**src/rtl/cpu_pkg.sv**
```systemverilog
// Shared definitions for the 16-bit multi-cycle CPU: default widths,
// the reset PC and the fetch-stage state encoding.
package cpu_pkg;

   localparam int unsigned CPU_ADDR_W   = 8;
   localparam int unsigned CPU_DATA_W   = 16;
   localparam int unsigned CPU_RESET_PC = 0;

   typedef enum logic [1:0] {
      FETCH_IDLE   = 2'd0,
      FETCH_REQ    = 2'd1,
      FETCH_HALTED = 2'd2
   } fetch_state_e;

endpackage

```
**src/rtl/fetch_timer.sv**
```systemverilog
// Clear/enable up-counter that bounds how long a fetch waits for mem_ack.
// tc is high while the count sits at TIMEOUT-1, i.e. on the last allowed
// waiting cycle.
module fetch_timer #(
   parameter int unsigned TIMEOUT = 15
) (
   input  logic clk,
   input  logic rst,
   input  logic clr,
   input  logic en,
   output logic tc
);

   localparam int unsigned CNT_W = $clog2(TIMEOUT + 1);
   localparam logic [CNT_W-1:0] TC_VAL = CNT_W'(TIMEOUT - 1);

   logic [CNT_W-1:0] cnt_q;
   logic [CNT_W-1:0] cnt_d;

   // Next count: clear wins over enable, otherwise hold.
   always_comb begin
      // NOTE: every always_comb output gets a default first so no path can infer a latch.
      cnt_d = cnt_q;
      if (clr) begin
         cnt_d = '0;
      end else if (en) begin
         cnt_d = cnt_q + CNT_W'(1);
      end
   end

   // Count register.
   always_ff @(posedge clk or negedge rst) begin
      // NOTE: state flops use non-blocking assignments so all flops update together at the edge.
      if (!rst) begin
         cnt_q <= '0;
      end else begin
         cnt_q <= cnt_d;
      end
   end

   assign tc = (cnt_q == TC_VAL);

endmodule

```
**src/rtl/instr_fetch.sv**
```systemverilog
// Instruction fetch stage: owns the PC, runs the request/ack handshake with
// instruction memory and hands each fetched word to the IR with a one-cycle
// ins_valid pulse. A fetch that waits TIMEOUT cycles without an ack is
// abandoned with a one-cycle fetch_err pulse. halt is sticky until reset.
module instr_fetch
   import cpu_pkg::*;
#(
   parameter int unsigned ADDR_W   = CPU_ADDR_W,
   parameter int unsigned DATA_W   = CPU_DATA_W,
   parameter int unsigned RESET_PC = CPU_RESET_PC,
   parameter int unsigned TIMEOUT  = 15
) (
   input  logic              clk,
   input  logic              rst,
   input  logic              fetch_go,
   input  logic              pc_ld,
   input  logic [ADDR_W-1:0] pc_ld_val,
   input  logic              halt,
   output logic              mem_req,
   output logic [ADDR_W-1:0] mem_addr,
   input  logic              mem_ack,
   input  logic [DATA_W-1:0] mem_rdata,
   output logic [DATA_W-1:0] ins,
   output logic              ins_valid,
   output logic [ADDR_W-1:0] pc_out,
   output logic              busy,
   output logic              halted,
   output logic              fetch_err
);

   fetch_state_e      state_q, state_d;
   logic [ADDR_W-1:0] pc_q, pc_d;
   logic [DATA_W-1:0] ins_q, ins_d;
   logic              ins_valid_q, ins_valid_d;
   logic              fetch_err_q, fetch_err_d;
   logic              halt_pend_q, halt_pend_d;
   logic              timer_clr;
   logic              timer_en;
   logic              timer_tc;

   // The timer sits at zero outside REQ and counts each REQ cycle without an ack.
   assign timer_clr = (state_q != FETCH_REQ);
   assign timer_en  = (state_q == FETCH_REQ) && !mem_ack && !timer_tc;

   fetch_timer #(
      .TIMEOUT (TIMEOUT)
   ) u_fetch_timer (
      .clk (clk),
      .rst (rst),
      .clr (timer_clr),
      .en  (timer_en),
      .tc  (timer_tc)
   );

   // Next-state, PC, instruction latch and pulse generation.
   always_comb begin
      state_d     = state_q;
      pc_d        = pc_q;
      ins_d       = ins_q;
      ins_valid_d = 1'b0;
      fetch_err_d = 1'b0;
      halt_pend_d = halt_pend_q;
      unique case (state_q)
         FETCH_IDLE: begin
            if (halt) begin
               state_d = FETCH_HALTED;
            end else begin
               // A simultaneous load and go fetches from the loaded target.
               if (pc_ld) begin
                  pc_d = pc_ld_val;
               end
               if (fetch_go) begin
                  state_d = FETCH_REQ;
               end
            end
         end
         FETCH_REQ: begin
            // A halt during a fetch waits until that fetch completes or aborts.
            halt_pend_d = halt_pend_q | halt;
            if (mem_ack) begin
               ins_d       = mem_rdata;
               ins_valid_d = 1'b1;
               pc_d        = pc_q + ADDR_W'(1);
               state_d     = (halt_pend_q || halt) ? FETCH_HALTED : FETCH_IDLE;
            end else if (timer_tc) begin
               fetch_err_d = 1'b1;
               state_d     = (halt_pend_q || halt) ? FETCH_HALTED : FETCH_IDLE;
            end
         end
         FETCH_HALTED: begin
            state_d = FETCH_HALTED;
         end
         default: begin
            state_d = FETCH_IDLE;
         end
      endcase
   end

   // State and datapath registers.
   always_ff @(posedge clk or negedge rst) begin
      // NOTE: ins is a single word register, not a memory, so it is reset to a known zero.
      if (!rst) begin
         state_q     <= FETCH_IDLE;
         pc_q        <= ADDR_W'(RESET_PC);
         ins_q       <= '0;
         ins_valid_q <= 1'b0;
         fetch_err_q <= 1'b0;
         halt_pend_q <= 1'b0;
      end else begin
         state_q     <= state_d;
         pc_q        <= pc_d;
         ins_q       <= ins_d;
         ins_valid_q <= ins_valid_d;
         fetch_err_q <= fetch_err_d;
         halt_pend_q <= halt_pend_d;
      end
   end

   // Handshake and status outputs decode state directly so reset drops them at once.
   assign mem_req   = (state_q == FETCH_REQ);
   assign busy      = (state_q == FETCH_REQ);
   assign halted    = (state_q == FETCH_HALTED);
   assign mem_addr  = pc_q;
   assign pc_out    = pc_q;
   assign ins       = ins_q;
   assign ins_valid = ins_valid_q;
   assign fetch_err = fetch_err_q;

endmodule
```
**config.mk**
```make
export PLATFORM = sky130hd
export DESIGN_NAME = instr_fetch
export DESIGN_NICKNAME = d
export VERILOG_FILES = /design/src/rtl/cpu_pkg.sv /design/src/rtl/fetch_timer.sv /design/src/rtl/instr_fetch.sv
export SDC_FILE = /design/constraint.sdc
export NUM_CORES = 1
export LEC_CHECK = 0
export ABC_CLOCK_PERIOD_IN_PS = 2470
export CAP_MARGIN = 5
export CORE_MARGIN = 2
export CORE_UTILIZATION = 43
export DETAILED_ROUTE_END_ITERATION = 10
export PLACE_DENSITY = 0.8
export REMOVE_ABC_BUFFERS = 1
export SLEW_MARGIN = 30
export SYNTH_ARGS = -nofsm -noshare
export SYNTH_HDL_FRONTEND = slang
export SYNTH_HIERARCHICAL = 1
export SYNTH_SLANG_ARGS = --single-unit
export TNS_END_PERCENT = 20
```
**constraint.sdc**
```tcl
create_clock -name clk -period 2.47 [get_ports clk]
set_input_delay 0.6175 -clock clk [delete_from_list [all_inputs] [get_ports clk]]
set_output_delay 0.6175 -clock clk [all_outputs]
set_load 0.05 [all_outputs]
```
# ---- Word level (Yosys, flattened, before mapping)
# Cells that the tools add are included.
dict set report totals {
  reg_bits 33
  latchBits 0
  mem_bits_rw 0
  rom_bits 0
  inputBits 30
  output_inout_bits 37
  wordCells 47
  mem_count 0
}
dict set report op_classes {
  n_addsub 2
  multipliers 0
  div_mod_pow 0
  magnitude_cmp 0
  n_eq_ne 9
  shift 0
  muxes 17
  n_bitwise 1
  n_reduce_logical 11
}
# cell count
set ops {}
lappend ops {{2-to-1 mux 8 bit} 3}
lappend ops {{case mux 8 bit (2 select lines)} 1}
lappend ops {{2-to-1 mux 2 bit} 5}
lappend ops {{adder 8 x 1 -> 8 bit (second input constant)} 1}
lappend ops {{2-to-1 mux 4 bit} 2}
lappend ops {{inequality test 2 bit (second input constant)} 3}
lappend ops {{case mux 2 bit (3 select lines)} 1}
lappend ops {{2-to-1 mux 1 bit} 5}
lappend ops {{adder 4 x 1 -> 4 bit (second input constant)} 1}
lappend ops {{== test 4 bit (second input constant)} 1}
lappend ops {{AND reduction 2 bit} 2}
lappend ops {{AND reduction 4 bit} 1}
lappend ops {{nonzero test 2 bit} 2}
lappend ops {{inequality test 3 x 2 -> 1 bit (second input constant)} 1}
lappend ops {{inequality test 3 bit (second input constant)} 1}
lappend ops {{== test 2 x 1 -> 1 bit (second input constant)} 1}
lappend ops {{== test 2 bit (second input constant)} 1}
lappend ops {{logical AND 1 bit} 2}
lappend ops {{zero test 1 bit} 2}
lappend ops {{zero test 2 bit} 1}
lappend ops {{inequality test 2 x 1 -> 1 bit (second input constant)} 1}
lappend ops {{logical OR 1 bit} 1}
lappend ops {{OR 1 bit} 1}

# ---- Depth between registers and ports, before layout
dict set report depth {
  word_depth 5
  ltp_mapped 7
  depth_no_buf 6
}

# ---- Modules after synthesis
# Netlist, hierarchy kept.
# module instances cells_per_inst area_per_inst_um2 seq_area_each_um2
set by_module_without_submodules {}
lappend by_module_without_submodules {instr_fetch 1 121 1423.9 725.7}
lappend by_module_without_submodules {fetch_timer 1 20 220.2 100.1}

# ---- Worst setup path after synthesis
# OpenSTA, ideal clock, no wires.
dict set report synth_path {
  path_kind {register -> output}
  startpoint {register state_q[0]}
  endpoint {output mem_req}
  arrival_ns 1.302
  t_required_ns 1.852
  slack_ns 0.551
  path_stages_with_launch 5
  n_path_buf 3
  path_cell_list {dfrtp_1 -> nor2b_2 -> buf_6 -> buf_2 -> buf_4}
}
dict set report synth_via {
  elab_chain_cells 1
}
# item line_no
set synth_lines {}
lappend synth_lines {{from (decl)} instr_fetch.sv:31} ;# fetch_state_e state_q, state_d;
lappend synth_lines {{from (signal assigned)} instr_fetch.sv:110} ;# state_q <= state_d;
lappend synth_lines {{== test 2 x 1 -> 1 bit} n/a}
lappend synth_lines {{to (decl)} instr_fetch.sv:19} ;# output logic mem_req,
# Every way passes these cells.

# ---- Worst setup path in the final report
dict set report layout_path {
  startpoint {register state_q[1]}
  endpoint {output halted}
}
dict set report layout_via {
  elab_chain_cells 1
}
# item line_no
set layout_lines {}
lappend layout_lines {{== test 2 bit} instr_fetch.sv:122} ;# assign halted = (state_q == FETCH_HALTED);
lappend layout_lines {{to (decl)} instr_fetch.sv:27} ;# output logic halted,
# Every way passes these cells.

==> impl_metrics.py <==
metrics = {
    "global_route": {
        "first_global_vias": 1261,
        "antenna_found_initial": 0,
        "grt_overflow": 0,
        "grt_pass1_wl_um": 6090,
        "grt_max_degree": 18,
        "grt_usage": 0.190,
    },
    "power_and_ir_drop": {
        "power_mw": 1.66,
        "ir_drop_uv": 394,
        "p_per_area_nw_per_um2": 694,
        "static-leakage-power_nw": 1.06,
    },
    "cells_and_area": {
        "diodes": 0,
        "final_common_cell": "clkdlybuf4s50_1",
        "layout_common_cells": "64 x clkdlybuf4s50_1, 33 x dfrtp_1, 10 x mux2_4, 10 x a21oi_1, 9 x nor2_1",
        "final_cells": 254,
        "layout-drive-gt1-share": 0.189,
        "stdcell_area_um2": 2390,
        "fin_nets": 238,
        "area_delta_synth_final_pct": 45.4,
    },
    "critical_path": {
        "cp.required_ps": 1850,
        "path_max_fanout": 7,
        "ff2ff_path_depth": 7,
        "start_kind": "flip-flop",
        "critical_path_arrival_ps": 1750,
        "cp-end-kind": "output port",
        "path_class": "flip-flop to output port",
    },
    "routing": {
        "drt_iter0_markers": 41,
        "wl_per_cell_um": 14.8,
        "vias_per_cell": 5.06,
        "first_pass_iters": 4,
        "wl_um": 3760,
        "drcViolationCount": 0,
        "vias": 1286,
        "drtAntennaViolNets": 0,
    },
    "clocking": {
        "cts_tree": "built",
        "cts_buffers": 5,
        "cts_setup_buffers": 0,
        "cts_hold_buffers": 0,
        "h-tree-depth": 2,
        "clk_latency_ps": 280,
        "cts.sinks": 33,
        "clock_path_buffers": 2,
        "clkTransAtPathRegs_ps": 60,
        "cts_resized": 0,
        "cts_root_buffer": "clkbuf_8",
    },
    "floorplanning": {
        "pin_count": 67,
        "start_util": 0.449,
        "die_h_um": 65.8,
        "dieArea_um2": 4330,
        "row_count": 22,
        "coreArea_um2": 3660,
        "die_width_um": 65.8,
    },
    "sta": {
        "rsz0062_at_grt": "no",
        "setup_viol": 0,
        "post-route-min-period_ps": 2370,
        "finalHoldViolCount": 0,
        "timing.final.crit_share": 0.959,
        "slew_viol_final": 0,
        "tightest_slew_ps": 523,
        "max_freq_ghz": 0.422,
        "relSlewSlack": 0.650,
        "finClkSkew_ps": 6.13,
    },
    "logic_synthesis": {
        "yosys_most_used_dff": "dfrtp_1",
        "ys_seq_elements": 33,
        "ys_types": 43,
        "yosys-top-cells-area": "dfrtp_1 50%, mux2_4 9.1%, mux2_2 4.8%",
        "seq_area_frac_synth": 0.502,
        "ys_async_sr_fraction": 1.00,
        "yosysTopAreaCell": "dfrtp_1",
        "syn_area_per_cell_um2": 11.7,
        "syn_inst": 141,
        "syn_area_um2": 1640,
        "synth_top_area_share": 0.502,
        "synth-edff-count": 0,
        "yosys_warnings": 6,
    },
    "placement": {
        "dp_hpwl_um": 2890,
        "gp_congestion": 0.790,
        "placed_cell_area_um2": 2310,
        "port_buffers": 66,
        "place_inst": 246,
    },
    "run": {
        "cap_violations": 0,
    },
    "run_status": {
        "status": "complete, no violations",
    },
    "hold_path": {
        "hold_path.class": "flip-flop to flip-flop",
        "holdPathStages": 1,
    },
}
stage by stage:
| step | TNS, ps | utilization | hold WS (ps) | worst slack [ps] |
|---|---|---|---|---|
| 2_1_floorplan | -1670 | - | 322 | -518 |
| 3_3_place_gp | 0 | 0.631 | 441 | 365 |
| 5_1_grt | 0 | 0.653 | 521 | 44.7 |
| 4_1_cts | 0 | 0.653 | 497 | 90.8 |
| 3_5_place_dp | 0 | 0.631 | 483 | 289 |
| 6_report | 0 | 0.653 | 496 | 101 |
registers in the layout, indices dropped and copies added, names as in the netlist:
name,count
ins_valid,1
ins,16
u_fetch_timer/cnt_q,4
mem_addr,8
halt_pend_q,1
fetch_err,1
state_q,2
Yosys cell counts (2+ instances only):
| library cell | n |
|---|---|
| a21o_1 | 2 |
| a21oi_1 | 10 |
| buf_4 | 9 |
| buf_6 | 3 |
| dfrtp_1 | 33 |
| ha_1 | 3 |
| inv_1 | 3 |
| mux2_2 | 7 |
| mux2_4 | 10 |
| nand2_1 | 8 |
| nand2b_1 | 2 |
| nand3_1 | 3 |
| nor2_1 | 9 |
| o21ai_0 | 6 |
| o21ai_1 | 3 |
| o22ai_1 | 3 |
power by group:
group | internal (mW) | switching [mW]
Sequential | 0.591 | 0.0657
Combinational | 0.225 | 0.395
Clock | 0.195 | 0.188
Total | 1.01 | 0.649
critical path, stage by stage, from the launching register on:
cell and delay [ps]:
dfrtp_1 500, and2b_2 190, clkdlybuf4s50_1 790
final timing paths:
| check | from | end | slack (ps) |
|---|---|---|---|
| worst min-delay path | halt_pend_q$_DFFE_PN0N_ | halt_pend_q$_DFFE_PN0N_ | 500 |
| worst min register to register | halt_pend_q$_DFFE_PN0N_ | halt_pend_q$_DFFE_PN0N_ | 500 |
| min in group asynchronous | rst | u_fetch_timer/cnt_q[3]$_DFFE_PN0P_ | 650 |
| worst max-delay path | state_q[1]$_DFFE_PN0P_ | halted | 100 |
| worst max register to register | u_fetch_timer/cnt_q[0]$_DFFE_PN0P_ | u_fetch_timer/cnt_q[1]$_DFFE_PN0P_ | 730 |
| max in group asynchronous | rst | ins[14]$_DFFE_PN0P_ | 1260 |
layer usage:
metal	vias to the layer above	GRT usage	part of all wire
met5	-	0	0
met2	38	0.328	0.53
met3	7	0.0545	0.048
met4	0	0.0703	0.014
met1	627	0.224	0.40
li1	614	-	-
logic make-up (layout without fill, tap and decap cells):
family	count (synthesis)	in the layout	share of synthesized area
xor gates and xnor gates	1	1	0.00533
DFF	33	33	0.502
AOI/OAI and AO/OA	33	33	0.128
and+or+nand+nor	37	37	0.129
adders and majority gates	3	3	0.0228
muxes	17	17	0.139
buffers and inverters	17	82	0.0738
final cells by class:
class | instances | area [µm²]
Clock inverter | 2 | 10.0
Clock buffer | 6 | 72.6
Tap cell | 48 | 60.1
Timing Repair Buffer | 70 | 711
Sequential cell | 33 | 826
Multi-Input combinational cell | 91 | 697
Fill cell | 288 | 1270
Inverter | 4 | 15.0
No activity file was read; power rests on OpenSTA's default activity.
